==> config.mk <==
export PLATFORM = sky130hd
export DESIGN_NAME = sys_bus_initiator_flat
export DESIGN_NICKNAME = d
export VERILOG_FILES = /design/src/rtl/sys_bus_initiator_pkg.sv /design/src/rtl/sys_bus_initiator_if.sv /design/src/rtl/sys_bus_initiator.sv /design/src/flat_wrapper.sv
export SDC_FILE = /design/constraint.sdc
export NUM_CORES = 1
export LEC_CHECK = 0
export BUFFER_PORTS_ARGS = -buffer_cell sky130_fd_sc_hd__buf_2
export CORE_ASPECT_RATIO = 0.8
export CORE_MARGIN = 2
export CORE_UTILIZATION = 45
export CTS_BUF_LIST = sky130_fd_sc_hd__clkbuf_2 sky130_fd_sc_hd__clkbuf_4 sky130_fd_sc_hd__clkbuf_8
export CTS_CLUSTER_DIAMETER = 120
export DETAILED_ROUTE_END_ITERATION = 8
export GPL_ROUTABILITY_DRIVEN = 0
export PLACE_DENSITY_LB_ADDON = 0.25
export SETUP_SLACK_MARGIN = 0.2
export SKIP_LAST_GASP = 1
export SYNTH_ARGS = -nofsm -noshare
export SYNTH_HDL_FRONTEND = slang
export SYNTH_SLANG_ARGS = --single-unit
==> constraint.sdc <==
create_clock -name clk_i -period 1.9 [get_ports clk_i]
set_clock_uncertainty 0.15 [all_clocks]
set_input_delay 0.19 -clock clk_i [delete_from_list [all_inputs] [get_ports clk_i]]
set_output_delay 0.19 -clock clk_i [all_outputs]
set_load 0.02 [all_outputs]
==> src/rtl/sys_bus_initiator_pkg.sv <==
// Shared types/constants for the sys bus initiator: FSM state encoding and default bus widths.
// No timing of its own; no backpressure.
package sys_bus_pkg;
  localparam int SYS_AW = 32;
  localparam int SYS_DW = 32;

  typedef enum logic [1:0] {
    IDLE = 2'd0,
    STRB = 2'd1,
    WAIT = 2'd2,
    RSP  = 2'd3
  } state_t;
endpackage

==> src/rtl/sys_bus_initiator_if.sv <==
// Command/response handshake plus sys bus strobe signals; master = initiator view, slave = requester/target view.
// Wires only: zero latency, backpressure only via cmd_ready_o.
interface sys_bus_initiator_if
  import sys_bus_pkg::*;
#(
  parameter int AW = SYS_AW,
  parameter int DW = SYS_DW
);
  logic            cmd_valid_i;
  logic            cmd_ready_o;
  logic            cmd_we_i;
  logic [AW-1:0]   cmd_addr_i;
  logic [DW-1:0]   cmd_wdata_i;
  logic [DW/8-1:0] cmd_sel_i;
  logic            rsp_valid_o;
  logic [DW-1:0]   rsp_rdata_o;
  logic            rsp_err_o;
  logic            rsp_tmo_o;
  logic [AW-1:0]   sys_addr;
  logic [DW-1:0]   sys_wdata;
  logic [DW/8-1:0] sys_sel;
  logic            sys_wen;
  logic            sys_ren;
  logic [DW-1:0]   sys_rdata;
  logic            sys_err;
  logic            sys_ack;

  modport master (
    input  cmd_valid_i, cmd_we_i, cmd_addr_i, cmd_wdata_i, cmd_sel_i,
    output cmd_ready_o, rsp_valid_o, rsp_rdata_o, rsp_err_o, rsp_tmo_o,
    output sys_addr, sys_wdata, sys_sel, sys_wen, sys_ren,
    input  sys_rdata, sys_err, sys_ack
  );

  modport slave (
    output cmd_valid_i, cmd_we_i, cmd_addr_i, cmd_wdata_i, cmd_sel_i,
    input  cmd_ready_o, rsp_valid_o, rsp_rdata_o, rsp_err_o, rsp_tmo_o,
    input  sys_addr, sys_wdata, sys_sel, sys_wen, sys_ren,
    output sys_rdata, sys_err, sys_ack
  );
endinterface

==> src/rtl/sys_bus_initiator.sv <==
// Single-outstanding sys bus initiator: accept -> 1-cycle strobe -> wait ack -> 1-cycle response (min 3 cycles, next accept at +4).
// Busy => cmd_ready_o low; response is never stalled. SYS_BUS_INITIATOR_TIMEOUT_EN adds a TMO-cycle ack timeout.
module sys_bus_initiator
  import sys_bus_pkg::*;
#(
  parameter int AW  = SYS_AW,
  parameter int DW  = SYS_DW,
  parameter int TMO = 255
) (
  input  logic                clk_i,
  input  logic                rstn_i,
  sys_bus_initiator_if.master bus
);

  if (TMO < 1 || TMO > 65535 || AW < 1 || DW < 8 || (DW % 8) != 0) begin : g_cfg_err
    $error("sys_bus_initiator: illegal AW/DW/TMO");
  end

  state_t          state;
  state_t          state_nxt;
  logic            we_q;
  logic [DW-1:0]   rdata_q;
  logic            err_q;
  logic            acc;
  logic            tmo_hit;

  assign bus.cmd_ready_o = (state == IDLE) && rstn_i;
  assign acc             = bus.cmd_valid_i && bus.cmd_ready_o;
  assign bus.sys_wen     = (state == STRB) && we_q;
  assign bus.sys_ren     = (state == STRB) && !we_q;
  assign bus.rsp_valid_o = (state == RSP);
  assign bus.rsp_rdata_o = rdata_q;
  assign bus.rsp_err_o   = err_q;

`ifdef SYS_BUS_INITIATOR_TIMEOUT_EN
  logic [15:0] tmo_cnt;
  logic        tmo_q;

  // Counter holds the number of completed ack-less WAIT cycles; fire when this one makes TMO.
  assign tmo_hit       = (state == WAIT) && !bus.sys_ack && ((tmo_cnt + 16'd1) == 16'(TMO));
  assign bus.rsp_tmo_o = tmo_q;

  always_ff @(posedge clk_i or negedge rstn_i) begin
    if (!rstn_i) begin
      tmo_cnt <= 16'd0;
      tmo_q   <= 1'b0;
    end else begin
      if (state == STRB) begin
        tmo_cnt <= 16'd0;
      end else if ((state == WAIT) && !bus.sys_ack) begin
        tmo_cnt <= tmo_cnt + 16'd1;
      end
      if ((state == WAIT) && (bus.sys_ack || tmo_hit)) begin
        tmo_q <= tmo_hit;
      end
    end
  end
`else
  assign tmo_hit       = 1'b0;
  assign bus.rsp_tmo_o = 1'b0;
`endif

  always_comb begin
    state_nxt = state;
    unique case (state)
      IDLE:    if (acc) state_nxt = STRB;
      STRB:    state_nxt = WAIT;
      WAIT:    if (bus.sys_ack || tmo_hit) state_nxt = RSP;
      RSP:     state_nxt = IDLE;
      default: state_nxt = IDLE;
    endcase
  end

  always_ff @(posedge clk_i or negedge rstn_i) begin
    if (!rstn_i) begin
      state         <= IDLE;
      we_q          <= 1'b0;
      bus.sys_addr  <= '0;
      bus.sys_wdata <= '0;
      bus.sys_sel   <= '0;
      rdata_q       <= '0;
      err_q         <= 1'b0;
    end else begin
      state <= state_nxt;
      if (acc) begin
        we_q          <= bus.cmd_we_i;
        bus.sys_addr  <= bus.cmd_addr_i;
        bus.sys_wdata <= bus.cmd_wdata_i;
        bus.sys_sel   <= bus.cmd_sel_i;
      end
      // Ack has priority over a coincident timeout; writes report zero read data.
      if ((state == WAIT) && bus.sys_ack) begin
        rdata_q <= we_q ? '0 : bus.sys_rdata;
        err_q   <= bus.sys_err;
      end else if (tmo_hit) begin
        rdata_q <= '0;
        err_q   <= 1'b1;
      end
    end
  end

endmodule

==> src/flat_wrapper.sv <==
// flat-port wrapper written by rule: the top's interface ports become plain ports
module sys_bus_initiator_flat import sys_bus_pkg::*;
#(
  parameter int AW  = SYS_AW,
  parameter int DW  = SYS_DW,
  parameter int TMO = 255
)
  (clk_i, rstn_i, bus_cmd_valid_i, bus_cmd_we_i, bus_cmd_addr_i, bus_cmd_wdata_i, bus_cmd_sel_i, bus_cmd_ready_o, bus_rsp_valid_o, bus_rsp_rdata_o, bus_rsp_err_o, bus_rsp_tmo_o, bus_sys_addr, bus_sys_wdata, bus_sys_sel, bus_sys_wen, bus_sys_ren, bus_sys_rdata, bus_sys_err, bus_sys_ack);
  sys_bus_initiator_if #(.AW(AW), .DW(DW)) bus_i ();
  input  logic clk_i;
  input  logic rstn_i;
  input wire logic [$bits(bus_i.cmd_valid_i)-1:0] bus_cmd_valid_i;
  input wire logic [$bits(bus_i.cmd_we_i)-1:0] bus_cmd_we_i;
  input wire logic [$bits(bus_i.cmd_addr_i)-1:0] bus_cmd_addr_i;
  input wire logic [$bits(bus_i.cmd_wdata_i)-1:0] bus_cmd_wdata_i;
  input wire logic [$bits(bus_i.cmd_sel_i)-1:0] bus_cmd_sel_i;
  output wire logic [$bits(bus_i.cmd_ready_o)-1:0] bus_cmd_ready_o;
  output wire logic [$bits(bus_i.rsp_valid_o)-1:0] bus_rsp_valid_o;
  output wire logic [$bits(bus_i.rsp_rdata_o)-1:0] bus_rsp_rdata_o;
  output wire logic [$bits(bus_i.rsp_err_o)-1:0] bus_rsp_err_o;
  output wire logic [$bits(bus_i.rsp_tmo_o)-1:0] bus_rsp_tmo_o;
  output wire logic [$bits(bus_i.sys_addr)-1:0] bus_sys_addr;
  output wire logic [$bits(bus_i.sys_wdata)-1:0] bus_sys_wdata;
  output wire logic [$bits(bus_i.sys_sel)-1:0] bus_sys_sel;
  output wire logic [$bits(bus_i.sys_wen)-1:0] bus_sys_wen;
  output wire logic [$bits(bus_i.sys_ren)-1:0] bus_sys_ren;
  input wire logic [$bits(bus_i.sys_rdata)-1:0] bus_sys_rdata;
  input wire logic [$bits(bus_i.sys_err)-1:0] bus_sys_err;
  input wire logic [$bits(bus_i.sys_ack)-1:0] bus_sys_ack;
  assign bus_i.cmd_valid_i = bus_cmd_valid_i;
  assign bus_i.cmd_we_i = bus_cmd_we_i;
  assign bus_i.cmd_addr_i = bus_cmd_addr_i;
  assign bus_i.cmd_wdata_i = bus_cmd_wdata_i;
  assign bus_i.cmd_sel_i = bus_cmd_sel_i;
  assign bus_cmd_ready_o = bus_i.cmd_ready_o;
  assign bus_rsp_valid_o = bus_i.rsp_valid_o;
  assign bus_rsp_rdata_o = bus_i.rsp_rdata_o;
  assign bus_rsp_err_o = bus_i.rsp_err_o;
  assign bus_rsp_tmo_o = bus_i.rsp_tmo_o;
  assign bus_sys_addr = bus_i.sys_addr;
  assign bus_sys_wdata = bus_i.sys_wdata;
  assign bus_sys_sel = bus_i.sys_sel;
  assign bus_sys_wen = bus_i.sys_wen;
  assign bus_sys_ren = bus_i.sys_ren;
  assign bus_i.sys_rdata = bus_sys_rdata;
  assign bus_i.sys_err = bus_sys_err;
  assign bus_i.sys_ack = bus_sys_ack;
  sys_bus_initiator #(.AW(AW), .DW(DW), .TMO(TMO)) u_core (.clk_i(clk_i), .rstn_i(rstn_i), .bus(bus_i));
endmodule
==> out/results.txt <==
Hold WC Path Type - input port to flip-flop
Horiz. Die Dim - 111 microns
P_sw - 4.23 mW
clock tree sinks - 104
fin util - 76.5%
Ant. Diodes - 0
R2R cell count - 6
setup ws final - 0.203 ns
I/O Pins - 212
Net Sw Frac - 39.5%
CP Data Required Time - 2.01 ns
Post-Syn Area - 4140 sq um
Worst-path clk slew - 0.10 ns
worst reg2reg setup slack - 0.20 ns
global route overflow - 0
drt wl/cell - 16.0 microns
number of cell rows - 31
multi-input logic area - 1490 sq um
die area - 9980 sq um
Ys Warns - 0
Power per Cell Area - 1550 nW/um^2
Fin Setup TNS - 0 ns
register area share after synthesis - 62.9%
mux cell area share after synthesis - 20.2%
CP max stage delay - 0.41 ns
LEAKAGE - 3.47 nW
syn_area_per_cell - 13.6 sq um
peak supply drop - 1.20 mV
Post-route DRC - 0
Reg area - 2610 sq um
Yosys reg bits - 104
minimum clock period - 1.70 ns
CP max stage cell - dfrtp_1
Hold Path Stages - 4
CTS tree - yes
DP HPWL - 6.73 mm
Rel. slew slack - 63.9%
drt pass-1 iters - 4
vias in the first global route - 3700
placed cells - 618
CTS buffer count - 9
Gate power share - 48.3%
Die H - 89.7 microns
final non-filler cell total - 750
fillcell total - 582
Compound-Gate Fraction of Synth Area - 4.21%
worst hold path startpoint - bus_sys_ack
worst flop-to-flop path startpoint - u_core.state[0]$_DFFE_PN0P_
H-tree Lvls - 3
Max Buffers Root-to-Sink - 2
initial antenna violation count - 0
GRT Overall Usage - 23.5%
largest net degree at the start of global routing - 105
Final Max Slew Viols - 0
clock root cell - clkbuf_8
Worst path depth - 6
Arrival @ worst endpoint - 1.80 ns
FMAX - 589 MHz
commonest non-fill, non-tap cell in the layout - buf_2
largest fanout on the critical path - 8
Port-buffer cells - 210
final antenna-violating net count - 0
Hold Slack - 0.0603 ns
Worst Hold End - u_core.bus.rsp_rdata_o[1]$_DFFE_PN0P_
Core Area - 9000 sq um
Vias - 3499
pre-CTS setup slack - 0.127 ns
largest family of logic cells by synthesized area - multiplexers
Crit Reg-Reg Endpoint - u_core.bus.sys_wdata[28]$_DFFE_PN0P_
Yosys cell types - 20
CP Cell Sequence - inv_2 -> ha_4 -> and2_4 -> nand2_8 -> clkbuf_16 -> mux2_4
crit path from - u_core.state[0]$_DFFE_PN0P_
first-pass GRT wire length - 18.5 mm
Final Hold Fails - 0
later-pin clock latency in the skew report - 0.36 ns
Slew @ Worst Pin - 0.541 ns
Clk network pwr share - 14.6%
routed vias/inst - 4.67
cell-internal power - 6.47 mW
Post-Synth XOR/XNOR Area - 0%
unrepaired setup endpoints after global routing - yes
Sequential Power Share - 37.0%
Final period util - 89.3%
WP buf/inv - 2
share of layout cells above drive strength 1 - 51.7%
nets@finish - 740
Worst setup EP type - flip-flop
Synth Instances - 305
outcome - finished clean
Crit Path Category - flip-flop to flip-flop
adder-cell share of the synthesized area - 1.21%
initial core utilization - 46.0%
routed wire length - 12.0 mm
max-cap viol count - 0
Simple-Gate Fraction of Synth Area - 8.87%
most frequent cells in the layout - 206 x buf_2, 103 x dlygate4sd3_1, 103 x dfrtp_1
final setup fails - 0
CP top delay family - flip-flops
Post-Syn Nets - 415
Critical Path Start Type - flip-flop
Iter 0 DRT Violations - 124
Layout area overhead - 66.5%
==> cell families after synthesis <==
group,after synthesis
compound gates,34
fa+ha+maj,4
buf+inv,20
flops,104
mux,71
other cells,1
simple gates,71
==> stage by stage <==
stage          area [sq um]  total power, mW
6_report               6880             10.7
2_1_floorplan          4140             6.88
4_1_cts                6650             10.4
5_1_grt                6880             11.3
3_3_place_gp           5340             8.41
3_5_place_dp           5340             8.56
==> power by group through the flow <==
stage	combinational, mW	sequential (mW)	clock [mW]
after floorplan	1.63	5.25	0
after global placement	4.50	3.91	0
after detailed placement	4.59	3.97	0
after CTS	4.83	3.92	1.61
after global routing	5.51	4.10	1.71
final	5.17	3.96	1.57
==> flip-flops by register name, summed over array words and instances, names as in the netlist <==
name	cells
u_core.we_q	1
u_core.bus.rsp_err_o	1
u_core.bus.sys_sel	4
u_core.bus.rsp_rdata_o	32
u_core.state	2
u_core.bus.sys_wdata	32
u_core.bus.sys_addr	32
==> synthesized netlist by cell type, drive strengths merged <==
master	count	area, sq um
nor2b	2	12.5
nand2	35	139
a21oi	1	5.00
o22a	1	8.76
and2	2	15.0
conb	1	3.75
nand2b	32	200
buf	10	63.8
ha	4	50.1
o21ai	32	160
mux2	71	837
inv	2	7.51
clkbuf	8	30.0
dfrtp	104	2600
==> final cells by class <==
| class | count | share of cell area [%] |
|---|---|---|
| Tap cell | 115 | 2.09 |
| Multi-Input combinational cell | 182 | 21.7 |
| Clock inverter | 4 | 1.11 |
| Timing Repair Buffer | 331 | 34.8 |
| Inverter | 2 | 0.109 |
| Clock buffer | 12 | 2.31 |
| Sequential cell | 104 | 37.9 |
==> layer usage <==
layer / up-vias / global-route usage, % / part of all wire [%]
li1: 1670 / - / -
met1: 1658 / 27.9 / 40
met2: 138 / 39.8 / 51
met3: 33 / 6.88 / 6.1
met4: 0 / 10.1 / 3.4
met5: - / 0 / 0
==> worst max path at each step <==
stage                                      endpoint  slack (ns)
2_1_floorplan     u_core.bus.sys_sel[0]$_DFFE_PN0P_        0.16
3_3_place_gp    u_core.bus.sys_wdata[7]$_DFFE_PN0P_        0.20
3_5_place_dp     u_core.bus.sys_addr[2]$_DFFE_PN0P_        0.13
4_1_cts                                 bus_sys_ren        0.15
5_1_grt                             bus_cmd_ready_o        0.15
6_report       u_core.bus.sys_wdata[28]$_DFFE_PN0P_        0.20
==> worst min-delay path, cell delays in order <==
cell and delay (ns):
buf_2 0.10, nand2_2 0.10, nand2_1 0.08, o21ai_0 0.06
==> timing repair <==
| action | in CTS | in global routing |
|---|---|---|
| hold endpoints to repair | 206 | 0 |
| gates resized for setup | 2 | 22 |
| setup buffers | 2 | 4 |
| pin swaps | 0 | 3 |
| endpoints found under the setup margin | 72 | 73 |
| cloned | 1 | 6 |
| hold buffers | 103 | 0 |
Note: power is estimated with default switching activity, not from simulation.
